File: config.mk
export PLATFORM = sky130hd
export DESIGN_NAME = vram_arb
export DESIGN_NICKNAME = d
export VERILOG_FILES = /design/src/rtl/vram_pkg.sv /design/src/rtl/vram_arb.sv
export SDC_FILE = /design/constraint.sdc
export NUM_CORES = 1
export LEC_CHECK = 0
export BUFFER_PORTS_ARGS = -buffer_cell sky130_fd_sc_hd__buf_2
export CAP_MARGIN = 20
export CORE_AREA = 2 2 64 81
export DETAILED_ROUTE_END_ITERATION = 8
export DIE_AREA = 0 0 66 83
export PLACE_DENSITY = 0.78
export SLEW_MARGIN = 20
export SYNTH_ARGS = -nofsm -noshare
export SYNTH_HDL_FRONTEND = slang
export SYNTH_SLANG_ARGS = --single-unit
File: constraint.sdc
create_clock -name cpu_clk -period 2.8 [get_ports cpu_clk]
set_clock_uncertainty 0.05 [all_clocks]
set_input_delay 0.56 -clock cpu_clk [delete_from_list [all_inputs] [get_ports cpu_clk]]
set_output_delay 0.56 -clock cpu_clk [all_outputs]
set_load 0.02 [all_outputs]
File: src/rtl/vram_pkg.sv
// Shared encodings for the VRAM port-A arbiter and the dpram-side blocks.
package vram_pkg;

    localparam int VRAM_ADDR_W = 16;
    localparam int VRAM_DATA_W = 8;

    typedef enum logic [1:0] {
        ARB_FREE     = 2'd0,
        ARB_LOCK_CPU = 2'd1,
        ARB_LOCK_DMA = 2'd2
    } arb_st_e;

    typedef enum logic {
        OWN_CPU = 1'b0,
        OWN_DMA = 1'b1
    } own_e;

endpackage

File: src/rtl/vram_arb.sv
// Round-robin arbiter for the CPU-side dpram port: CPU vs DMA, bounded locked
// bursts, registered RAM command and fixed two-cycle read-valid return.
//
//  state        | meaning
//  ARB_FREE     | no owner; ties go to the requester that is not last_q
//  ARB_LOCK_CPU | CPU holds a burst; keeps the port while bcnt_q < BURST_MAX
//  ARB_LOCK_DMA | DMA holds a burst; keeps the port while bcnt_q < BURST_MAX
module vram_arb
    import vram_pkg::*;
#(
    parameter int ADDR_W    = VRAM_ADDR_W,
    parameter int DATA_W    = VRAM_DATA_W,
    parameter int BURST_MAX = 8
) (
    input  logic              cpu_clk,
    input  logic              reset,
    input  logic              cpu_req,
    input  logic              dma_req,
    input  logic              cpu_lock,
    input  logic              dma_lock,
    input  logic              cpu_we,
    input  logic              dma_we,
    input  logic [ADDR_W-1:0] cpu_addr,
    input  logic [ADDR_W-1:0] dma_addr,
    input  logic [DATA_W-1:0] cpu_wdata,
    input  logic [DATA_W-1:0] dma_wdata,
    output logic              cpu_gnt,
    output logic              dma_gnt,
    output logic              cpu_rvalid,
    output logic              dma_rvalid,
    output logic [DATA_W-1:0] cpu_rdata,
    output logic [DATA_W-1:0] dma_rdata,
    output logic              ram_wena,
    output logic [ADDR_W-1:0] ram_addr,
    output logic [DATA_W-1:0] ram_wdata,
    input  logic [DATA_W-1:0] ram_rdata
);

    localparam logic [7:0] BMAX = 8'(BURST_MAX);

    arb_st_e           st_q, st_d;
    own_e              last_q, last_d;
    logic [7:0]        bcnt_q, bcnt_d;
    logic              wena_q, wena_d;
    logic [ADDR_W-1:0] addr_q, addr_d;
    logic [DATA_W-1:0] wdata_q, wdata_d;
    logic [1:0]        cpu_rv_q, cpu_rv_d;
    logic [1:0]        dma_rv_q, dma_rv_d;

    logic    win_cpu, win_dma, win_lock;
    arb_st_e win_st;

    always_comb begin
        win_cpu = 1'b0;
        win_dma = 1'b0;
        case (st_q)
            ARB_LOCK_CPU: begin
                if (cpu_req && bcnt_q < BMAX) win_cpu = 1'b1;
                else if (dma_req)             win_dma = 1'b1;
                else                          win_cpu = cpu_req;
            end
            ARB_LOCK_DMA: begin
                if (dma_req && bcnt_q < BMAX) win_dma = 1'b1;
                else if (cpu_req)             win_cpu = 1'b1;
                else                          win_dma = dma_req;
            end
            default: begin
                if (cpu_req && dma_req) begin
                    win_cpu = (last_q == OWN_DMA);
                    win_dma = (last_q == OWN_CPU);
                end else begin
                    win_cpu = cpu_req;
                    win_dma = dma_req;
                end
            end
        endcase
        // Nothing may be accepted while reset is being sampled.
        if (!reset) begin
            win_cpu = 1'b0;
            win_dma = 1'b0;
        end
    end

    assign cpu_gnt = win_cpu;
    assign dma_gnt = win_dma;

    always_comb begin
        st_d     = st_q;
        last_d   = last_q;
        bcnt_d   = bcnt_q;
        wena_d   = 1'b0;
        addr_d   = addr_q;
        wdata_d  = wdata_q;
        win_lock = win_cpu ? cpu_lock : dma_lock;
        win_st   = win_cpu ? ARB_LOCK_CPU : ARB_LOCK_DMA;
        cpu_rv_d = {cpu_rv_q[0], win_cpu & ~cpu_we};
        dma_rv_d = {dma_rv_q[0], win_dma & ~dma_we};

        if (win_cpu || win_dma) begin
            last_d  = win_cpu ? OWN_CPU : OWN_DMA;
            wena_d  = win_cpu ? cpu_we : dma_we;
            addr_d  = win_cpu ? cpu_addr : dma_addr;
            wdata_d = win_cpu ? cpu_wdata : dma_wdata;
            if (win_lock) begin
                st_d = win_st;
                // Saturate so an unopposed burst can never wrap back below BMAX.
                if (st_q == win_st) bcnt_d = (bcnt_q == 8'hFF) ? bcnt_q : bcnt_q + 8'd1;
                else                bcnt_d = 8'd1;
            end else begin
                st_d   = ARB_FREE;
                bcnt_d = 8'd0;
            end
        end else if ((st_q == ARB_LOCK_CPU && !cpu_req) ||
                     (st_q == ARB_LOCK_DMA && !dma_req)) begin
            st_d   = ARB_FREE;
            bcnt_d = 8'd0;
        end
    end

    always_ff @(posedge cpu_clk) begin
        if (!reset) begin
            st_q     <= ARB_FREE;
            last_q   <= OWN_DMA;
            bcnt_q   <= 8'd0;
            wena_q   <= 1'b0;
            addr_q   <= '0;
            wdata_q  <= '0;
            cpu_rv_q <= 2'b00;
            dma_rv_q <= 2'b00;
        end else begin
            st_q     <= st_d;
            last_q   <= last_d;
            bcnt_q   <= bcnt_d;
            wena_q   <= wena_d;
            addr_q   <= addr_d;
            wdata_q  <= wdata_d;
            cpu_rv_q <= cpu_rv_d;
            dma_rv_q <= dma_rv_d;
        end
    end

    assign ram_wena   = wena_q;
    assign ram_addr   = addr_q;
    assign ram_wdata  = wdata_q;
    assign cpu_rvalid = cpu_rv_q[1];
    assign dma_rvalid = dma_rv_q[1];
    assign cpu_rdata  = ram_rdata;
    assign dma_rdata  = ram_rdata;

endmodule
* Word-level counts from Yosys, hierarchy flattened
Index checks and enable logic that the tools add are counted.
Word-level totals: input port bits 64, memory bits (read-only) 0, bits in latches 0, memories kept 0, output and inout bits 45, logic and storage cells 60, memory bits (writable) 0, register bits after elaboration 40
Cells by class: bitwise logic cells 5, shift-type cells 0, order comparisons 1, add/subtract/negate cells 1, reduce and logical (&&, ||, !) cells 12, muxes and demuxes 28, divide/modulo/power cells 0, multiply operators 0, equality and inequality tests 5
Operators by type and width (count):
- $mux 8 | 6
- $mux 16 | 1
- $mux 1 | 15
- $add 8x1->8 const B | 1
- $eq 8x8->1 const B | 1
- $lt 8x4->1 const B | 1
- $mux 2 | 4
- $logic_and 1x1->1 | 5
- $ne 4x4->1 const B | 1
- $pmux 1 s2 | 2
- $reduce_and 2->1 | 2
- $not 1->1 | 3
- $and 1x1->1 | 2
- $eq 2x1->1 const B | 1
- $eq 2x2->1 | 1
- $eq 2x2->1 const B | 1
- $logic_not 1->1 | 2
- $logic_or 1x1->1 | 2
- $reduce_bool 2->1 | 1

* Longest topological paths before layout
Gate-level depths: netlist of run 1.
depth in word-level cells 10, depth in mapped cells 11, gate-level depth less buffers 10

* Least setup slack after synthesis of run 1
No wires, ideal clock.
path type register to register, start register st_q[0], end register bcnt_q[6], period minus slack after synthesis 2352 ps, data required time 2671 ps, library setup time 79 ps, arrival 2223 ps, stages on the path, launching flop included 11, setup slack 448 ps, path buffers 1, cells stage by stage dfxtp_1 > inv_1 > ha_1 > or3_1 > nand4_1 > a21o_1 > buf_4 > inv_4 > mux2_4 > a41o_1 > a211oi_2
Between the ends: longest elaborated chain between the ends 8, elaborated cells on any way between the ends 19, those cells by class eq/ne: 4; mux: 9; reduce/logical: 6
Ends and longest elaborated chain:
- start: declaration | line vram_arb.sv:41 | arb_st_e st_q, st_d;
- start signal: assignment | line vram_arb.sv:131 | st_q <= st_d;
- $eq 2x2->1 / $eq 2x1->1 (equally long branches) | line vram_arb.sv:56 | case (st_q)
- $pmux 1 s2 * | line vram_arb.sv:56
- $mux 1 * | line vram_arb.sv:78 | if (!reset) begin
- via cpu_gnt | line vram_arb.sv:27 | output logic cpu_gnt,
- $mux 2 | line vram_arb.sv:95 | win_st = win_cpu ? ARB_LOCK_CPU : ARB_LOCK_DMA;
- $eq 2x2->1 | line vram_arb.sv:107 | if (st_q == win_st) bcnt_d = (bcnt_q == 8'hFF) ? bcnt_q : bcnt_q + 8'd1;
- $mux 8 | line vram_arb.sv:107
- $mux 8 | line vram_arb.sv:104 | if (win_lock) begin
- $mux 8 | line vram_arb.sv:99 | if (win_cpu || win_dma) begin
- end signal: assignment | line vram_arb.sv:133 | bcnt_q <= bcnt_d;
- end: declaration | line vram_arb.sv:43 | logic [7:0] bcnt_q, bcnt_d;
Mark *: on every way through the listed nets, which the timed path passes. The rest lies on a longest branch. A chain may end at the register's enable or synchronous reset.

* Worst setup path in the final report of run 1
start register st_q[0], end output port dma_gnt
Between the ends: longest elaborated chain between the ends 3, elaborated cells on any way between the ends 4, those cells by class eq/ne: 2; mux: 2
Ends and longest elaborated chain:
- $eq 2x2->1 / $eq 2x1->1 (equally long branches) | line vram_arb.sv:56
- $pmux 1 s2 * | line vram_arb.sv:56
- $mux 1 * | line vram_arb.sv:78
- end: declaration | line vram_arb.sv:28 | output logic dma_gnt,
Mark *: on every way between the ends. The rest lies on a longest branch, timed or not.

==> metrics, run 1 <==
status complete, no violations; Worst Setup Path Type flip-flop to output pin; Max-slew headroom 0.6313; post-route ant nets 0; EDFF count, synth 0; Logic pwr share 0.272; syn_area_per_cell 8.753 µm²; clock transition at the registers of the reported paths 0.08 ns; slack of the critical path 0.1026 ns; synthesis-to-finish area growth 21.99%; Worst Max-Slew Pin Slew 0.5480 ns; min cycle time layout between 2 and 3 ns; CTS tree built; switching share of power 0.3180; hold path endpoint cpu_rv_q[0]; Clock Tree Buf Depth 2; grt total ovfl 0; RSZ-0062 raised after global routing no; most frequent cell after synthesis dfxtp_1; Yosys reg bits 40; Synth top area share 0.3876; die height 83 µm; mux share of post-synthesis cell area 0.1284; total nets after synthesis 303; synth cell count leaders dfxtp_1, nor2_1, a211oi_1, mux2i_1, buf_4; Vias approximately 1900; Num CTS Buffers 5; Core Region 4695 µm²; Synthesis Warnings 0; initial antenna violation count 0; Startpoint Class flip-flop; I/O Buffers 84; FP Rows 28; Final GP Congestion approximately 0.85; Psw 0.4629 mW; pwr dens 577.7 nW/µm²; Peak supply drop around 0.42 mV; Pint 0.9928 mW; global-route wire length before repair ~8200 µm; Worst R2R Setup Slack 0.28 ns; largest area contributor in the netlist dfxtp_1; crit share post-route 0.9633; initial core utilization 0.4400; Post-synth ARST share 0; Adder-Cell Fraction of Synth Area 0.01817; largest net degree at the start of global routing 52; final wirelength 4883 µm; Total GRT Usage 0.1853; clock network fraction of total power 0.276; sequential share of the synthesized area 0.3876; Max Cap Violations 0; clk_lat worst skew 0.29 ns; post-synthesis cell type count 35; WP data required 2.19 ns; io pins 109; Detail Placement HPWL between 3000 and 4000 µm; Fin. Hold Viols 0; Reg-to-Reg End bcnt_q[0]; Max Clk Rate 370.7 MHz; vias per inst roughly 5.2; Synth Area in Simple Gates 0.1460; clock sink count 40; Antenna Diode Count 0; share of cells above drive strength 1 0.3444; largest cells by area after synthesis dfxtp_1, mux2i_1, a211oi_1, buf_4, nor2_1; # setup viols final 0; Setup TNS 0 ns; min-delay src cpu_we; Die X 66 µm; compound-cell area share of the yosys netlist 0.2041; Reg2Reg Depth 7; Clock Tree Root clkbuf_8; Max Transition Viols Final 0; ys flop type dfxtp_1; CP max FO 6; DRT Pass-1 Iters 4; Tot Pwr ~1.5 mW; DRT iter0 DRCs 42; cells after synthesis between 200 and 250; XOR/XNOR Fraction of Synth Area 0; mapped cell area 2066 µm²; CP arrival 2.09 ns; Reg power frac 0.453; pre-CTS setup slack 0.3130 ns; r2r startpoint bcnt_q[3]; NumNets Final 368; number of global-route vias before repair about 1900; Crit. End Element output pin; Post-route DRC 0; Static Leak between 1 and 1.5 nW; Hold WS 0.3875 ns; Hold WC Path Type primary input to flip-flop; Hold Crit Depth 2; routed length per instance 13.49 µm; largest family of logic cells by synthesized area compound AO/OA/AOI/OAI gates; H-tree Lvls 2; die area 5478 µm²
timing repair:
action | CTS | global route
setup buffers | 0 | 0
resized for setup | 0 | 4
setup endpoints to repair | 0 | 2
hold buffers | 0 | 0
worst max-delay path, stage by stage, from the launching register on:
cell and delay, ns:
dfxtp_1 0.38, inv_1 0.10, ha_2 0.33, or3_1 0.37
nand3_1 0.18, a21oi_4 0.05, nand2_1 0.13, inv_1 0.09
buf_2 0.16
cell usage in the layout (no fill, tap or decap), types with 2 or more instances in the layout:
master    instances
a21o_1            2
ha_1              2
a211o_1           2
buf_4             3
nand4_1           4
nand2_1          13
nor2_1           32
a21oi_1           8
and2_1            3
buf_2            84
a22oi_1           2
dfxtp_1          39
nand3_1           9
a211oi_1         25
o21ai_0           6
inv_1             9
clkbuf_8          6
mux2i_1          25
nor3_1            2
a41oi_1           2
a31oi_1           2
metal layers:
| metal | GRT usage | up-vias | routed length [µm] | share of wire |
|---|---|---|---|---|
| li1 | - | 966 | - | - |
| met1 | 0.2068 | 834 | 2019 | 0.41 |
| met2 | 0.3205 | 83 | 2358 | 0.48 |
| met3 | 0.05285 | 11 | 383 | 0.078 |
| met4 | 0.07978 | 0 | 122 | 0.025 |
| met5 | 0 | - | 0 | 0 |
through the flow:
step / area [µm²] / std cells / utilization
3_3_place_gp: 2416 / 354 / 0.5147
6_report: 2520 / 362 / 0.5368
2_1_floorplan: 2066 / 236 / -
3_5_place_dp: 2416 / 354 / 0.5147
4_1_cts: 2510 / 362 / 0.5346
5_1_grt: 2520 / 362 / 0.5368
worst max-delay path by stage:
| stage | from | slack [ns] | to |
|---|---|---|---|
| CTS | st_q[0] | 0.05 | dma_gnt |
| floorplan | st_q[0] | 0.45 | bcnt_q[6] |
| finish | st_q[0] | 0.10 | dma_gnt |
| global placement | st_q[0] | 0.38 | bcnt_q[0] |
| global route | st_q[0] | 0.006 | dma_gnt |
| detailed placement | bcnt_q[3] | 0.31 | bcnt_q[0] |
area by class of cell:
class | count | area, µm²
fillers | 450 | 2175
multi-input cells | 156 | 1046
flip-flops and latches | 40 | 802.0
repair buffers | 88 | 462.9
clock buffers | 7 | 86.33
well taps | 60 | 75.07
inverters | 10 | 40.04
clock inverters | 1 | 7.507
flip-flops by register name, indices dropped and copies added, names as in the netlist:
| name | count |
|---|---|
| ram_addr | 16 |
| dma_rv_q | 2 |
| last_q | 1 |
| ram_wdata | 8 |
| st_q | 2 |
| ram_wena | 1 |
| cpu_rv_q | 2 |
| bcnt_q | 8 |
power groups by stage:
stage / sequential, mW / combinational (mW) / clock, mW
2_1_floorplan: 0.729 / 0.237 / 0
3_3_place_gp: 0.669 / 0.388 / 0
3_5_place_dp: 0.668 / 0.395 / 0
4_1_cts: 0.658 / 0.397 / 0.412
5_1_grt: 0.665 / 0.432 / 0.434
6_report: 0.659 / 0.395 / 0.401
cells by family (layout without fill, tap and decap cells):
family / count (synthesis) / after routing
simple gates: 68 / 68
compound gates: 59 / 59
fa+ha+maj: 3 / 3
mux: 26 / 26
buf+inv: 40 / 106
flops: 40 / 40
Note: power is estimated with default switching activity, not from simulation.
==> inputs of run 2 (changes only) <==
CORE_AREA = 2 2 63 80   (was 2 2 64 81)
CTS_BUF_LIST = sky130_fd_sc_hd__clkbuf_8   (was unset)
DIE_AREA = 0 0 65 82   (was 0 0 66 83)
PLACE_DENSITY = 0.8   (was 0.78)
SETUP_SLACK_MARGIN = 0.05   (was unset)
==> metrics, run 2 (synthesis results as in run 1) <==
crit path cell chain inv_1, ha_2, a311oi_1, a21oi_4, nand2_1, inv_1, buf_2 (was inv_1, ha_2, or3_1, nand3_1, a21oi_4, nand2_1, inv_1, buf_2); clock sink count 40 (unchanged); global-route wire length before repair 8114 µm (was 8155 µm); cts hold-fix bufs 0 (unchanged); Final GP Congestion 0.8900 (was 0.8450); CP max-delay cell a311oi_1 (was dfxtp_1); Fin. Hold Viols 0 (unchanged); share of cells above drive strength 1 0.3543 (was 0.3444); clk_lat worst skew 0.29 ns (about the same); Num CTS Buffers 5 (unchanged); Post-DP Area 2416 µm² (unchanged); Design Area, Final 2545 µm² (was 2520 µm²); clock transition at the registers of the reported paths 0.07 ns (was 0.08 ns); Static Leak 1.159 nW (was 1.139 nW); pwr dens 598.7 nW/µm² (was 577.7 nW/µm²); initial antenna violation count 0 (unchanged); min-delay src dma_we (was cpu_we); H-tree Lvls 2 (unchanged); initial core utilization 0.4501 (was 0.4400); CTS tree built (unchanged); Worst Setup Path Type flip-flop to output pin (unchanged); Die X 65 µm (was 66 µm); routed length per instance 14.12 µm (was 13.49 µm); final wirelength 5112 µm (was 4883 µm); Top delay family on crit path compound AO/OA/AOI/OAI gates (was simple AND/OR/NAND/NOR gates); Clock Tree Root clkbuf_8 (unchanged); Critical Path Start st_q[0] (unchanged); Total GRT Usage 0.1962 (was 0.1853); Startpoint Class flip-flop (unchanged); NumNets Final 368 (unchanged); CP arrival 2.09 ns (about the same); CP max FO 6 (unchanged); WP buf/inv 3 (unchanged); DRT iter0 DRCs 67 (was 42); WP data required 2.19 ns (about the same); Vias 1957 (was 1894); Max Clk Rate 370.1 MHz (was 370.7 MHz); FP Rows 28 (unchanged); Layout Cells excl Fill 362 (unchanged); io pins 109 (unchanged); Final Util 0.5545 (was 0.5368); Hold WC Path Type primary input to flip-flop (unchanged); # setup viols final 0 (unchanged); die area 5330 µm² (was 5478 µm²); die height 82 µm (was 83 µm); Post-route DRC 0 (unchanged); Peak supply drop 0.4653 mV (was 0.4232 mV); commonest non-fill, non-tap cell in the layout buf_2 (unchanged); CP most frequent cell inv_1 (unchanged); r2r startpoint st_q[0] (was bcnt_q[3]); Core Region 4589 µm² (was 4695 µm²); Hold WS 0.3884 ns (was 0.3875 ns); Detail Placement HPWL 3623 µm (was 3540 µm); CP peak stage delay 0.52 ns (was 0.38 ns); Clock Tree Buf Depth 2 (unchanged); number of global-route vias before repair 1841 (was 1923); Filler cells 412 (was 450); I/O Buffers 84 (unchanged); Max Cap Violations 0 (unchanged); RSZ-0062 raised after global routing yes (was no); Antenna Diode Count 0 (unchanged); status complete, no violations (unchanged); Crit. End Element output pin (unchanged); crit share post-route 0.9651 (was 0.9633); Post-Place Cells 354 (unchanged); synthesis-to-finish area growth 23.20% (was 21.99%); post-route ant nets 0 (unchanged); min cycle time layout 2.702 ns (was 2.697 ns); vias per inst 5.406 (was 5.232); grt total ovfl 0 (unchanged); Worst Max-Slew Pin Slew 0.6149 ns (was 0.5480 ns); max reg flops 16 (unchanged); largest net degree at the start of global routing 52 (unchanged); Max-slew headroom 0.5873 (was 0.6313); Max Transition Viols Final 0 (unchanged); DRT Pass-1 Iters 4 (unchanged); most frequent cells in the layout buf_2, dfxtp_1, nor2_1, mux2i_1, a211oi_1 (unchanged)
## run 2: power by group
part / total, mW / internal (mW) / switching, mW
clock network: 0.461 / 0.261 / 0.200
logic: 0.403 / 0.167 / 0.235
registers: 0.660 / 0.627 / 0.0328
## run 2: path summary, 6_finish.rpt
check | end | slack [ns] | cells past startpoint
max reg2reg | bcnt_q[0] | 0.35 | 9
min | dma_rv_q[0] | 0.39 | 2
max | dma_gnt | 0.1 | 7
min reg2reg | cpu_rv_q[1] | 0.39 | 1
## run 2: through the flow
step           setup slack, ns  setup TNS (ns)  power (mW)
5_1_grt               -0.01661        -0.01661       1.598
6_report               0.09780               0       1.524
3_3_place_gp            0.4101               0       1.056
4_1_cts                0.06683               0       1.524
3_5_place_dp            0.3035               0       1.066
2_1_floorplan           0.4475               0      0.9663
## run 2: area by class of cell
cell class,count,area [µm²],share of cell area
multi-input cells,156,1056,0.4149
flip-flops and latches,40,803.3,0.3156
repair buffers,88,462.9,0.1819
well taps,60,75.07,0.02950
clock buffers,5,68.82,0.02704
inverters,10,40.04,0.01573
clock inverters,3,38.79,0.01524
## run 2: layer usage
layer  up-vias  routed length [µm]  GRT usage
li1        963                   -          -
met1       904                2120     0.2288
met2        79                2508     0.3371
met3        11                 363    0.04384
met4         0                 121     0.1000
met5         -                   0          0
## run 2: what timing repair did
| action | CTS | global route |
|---|---|---|
| resized for setup | 0 | 7 |
| endpoints found under the setup margin | 0 | 2 |
| setup buffers | 0 | 0 |
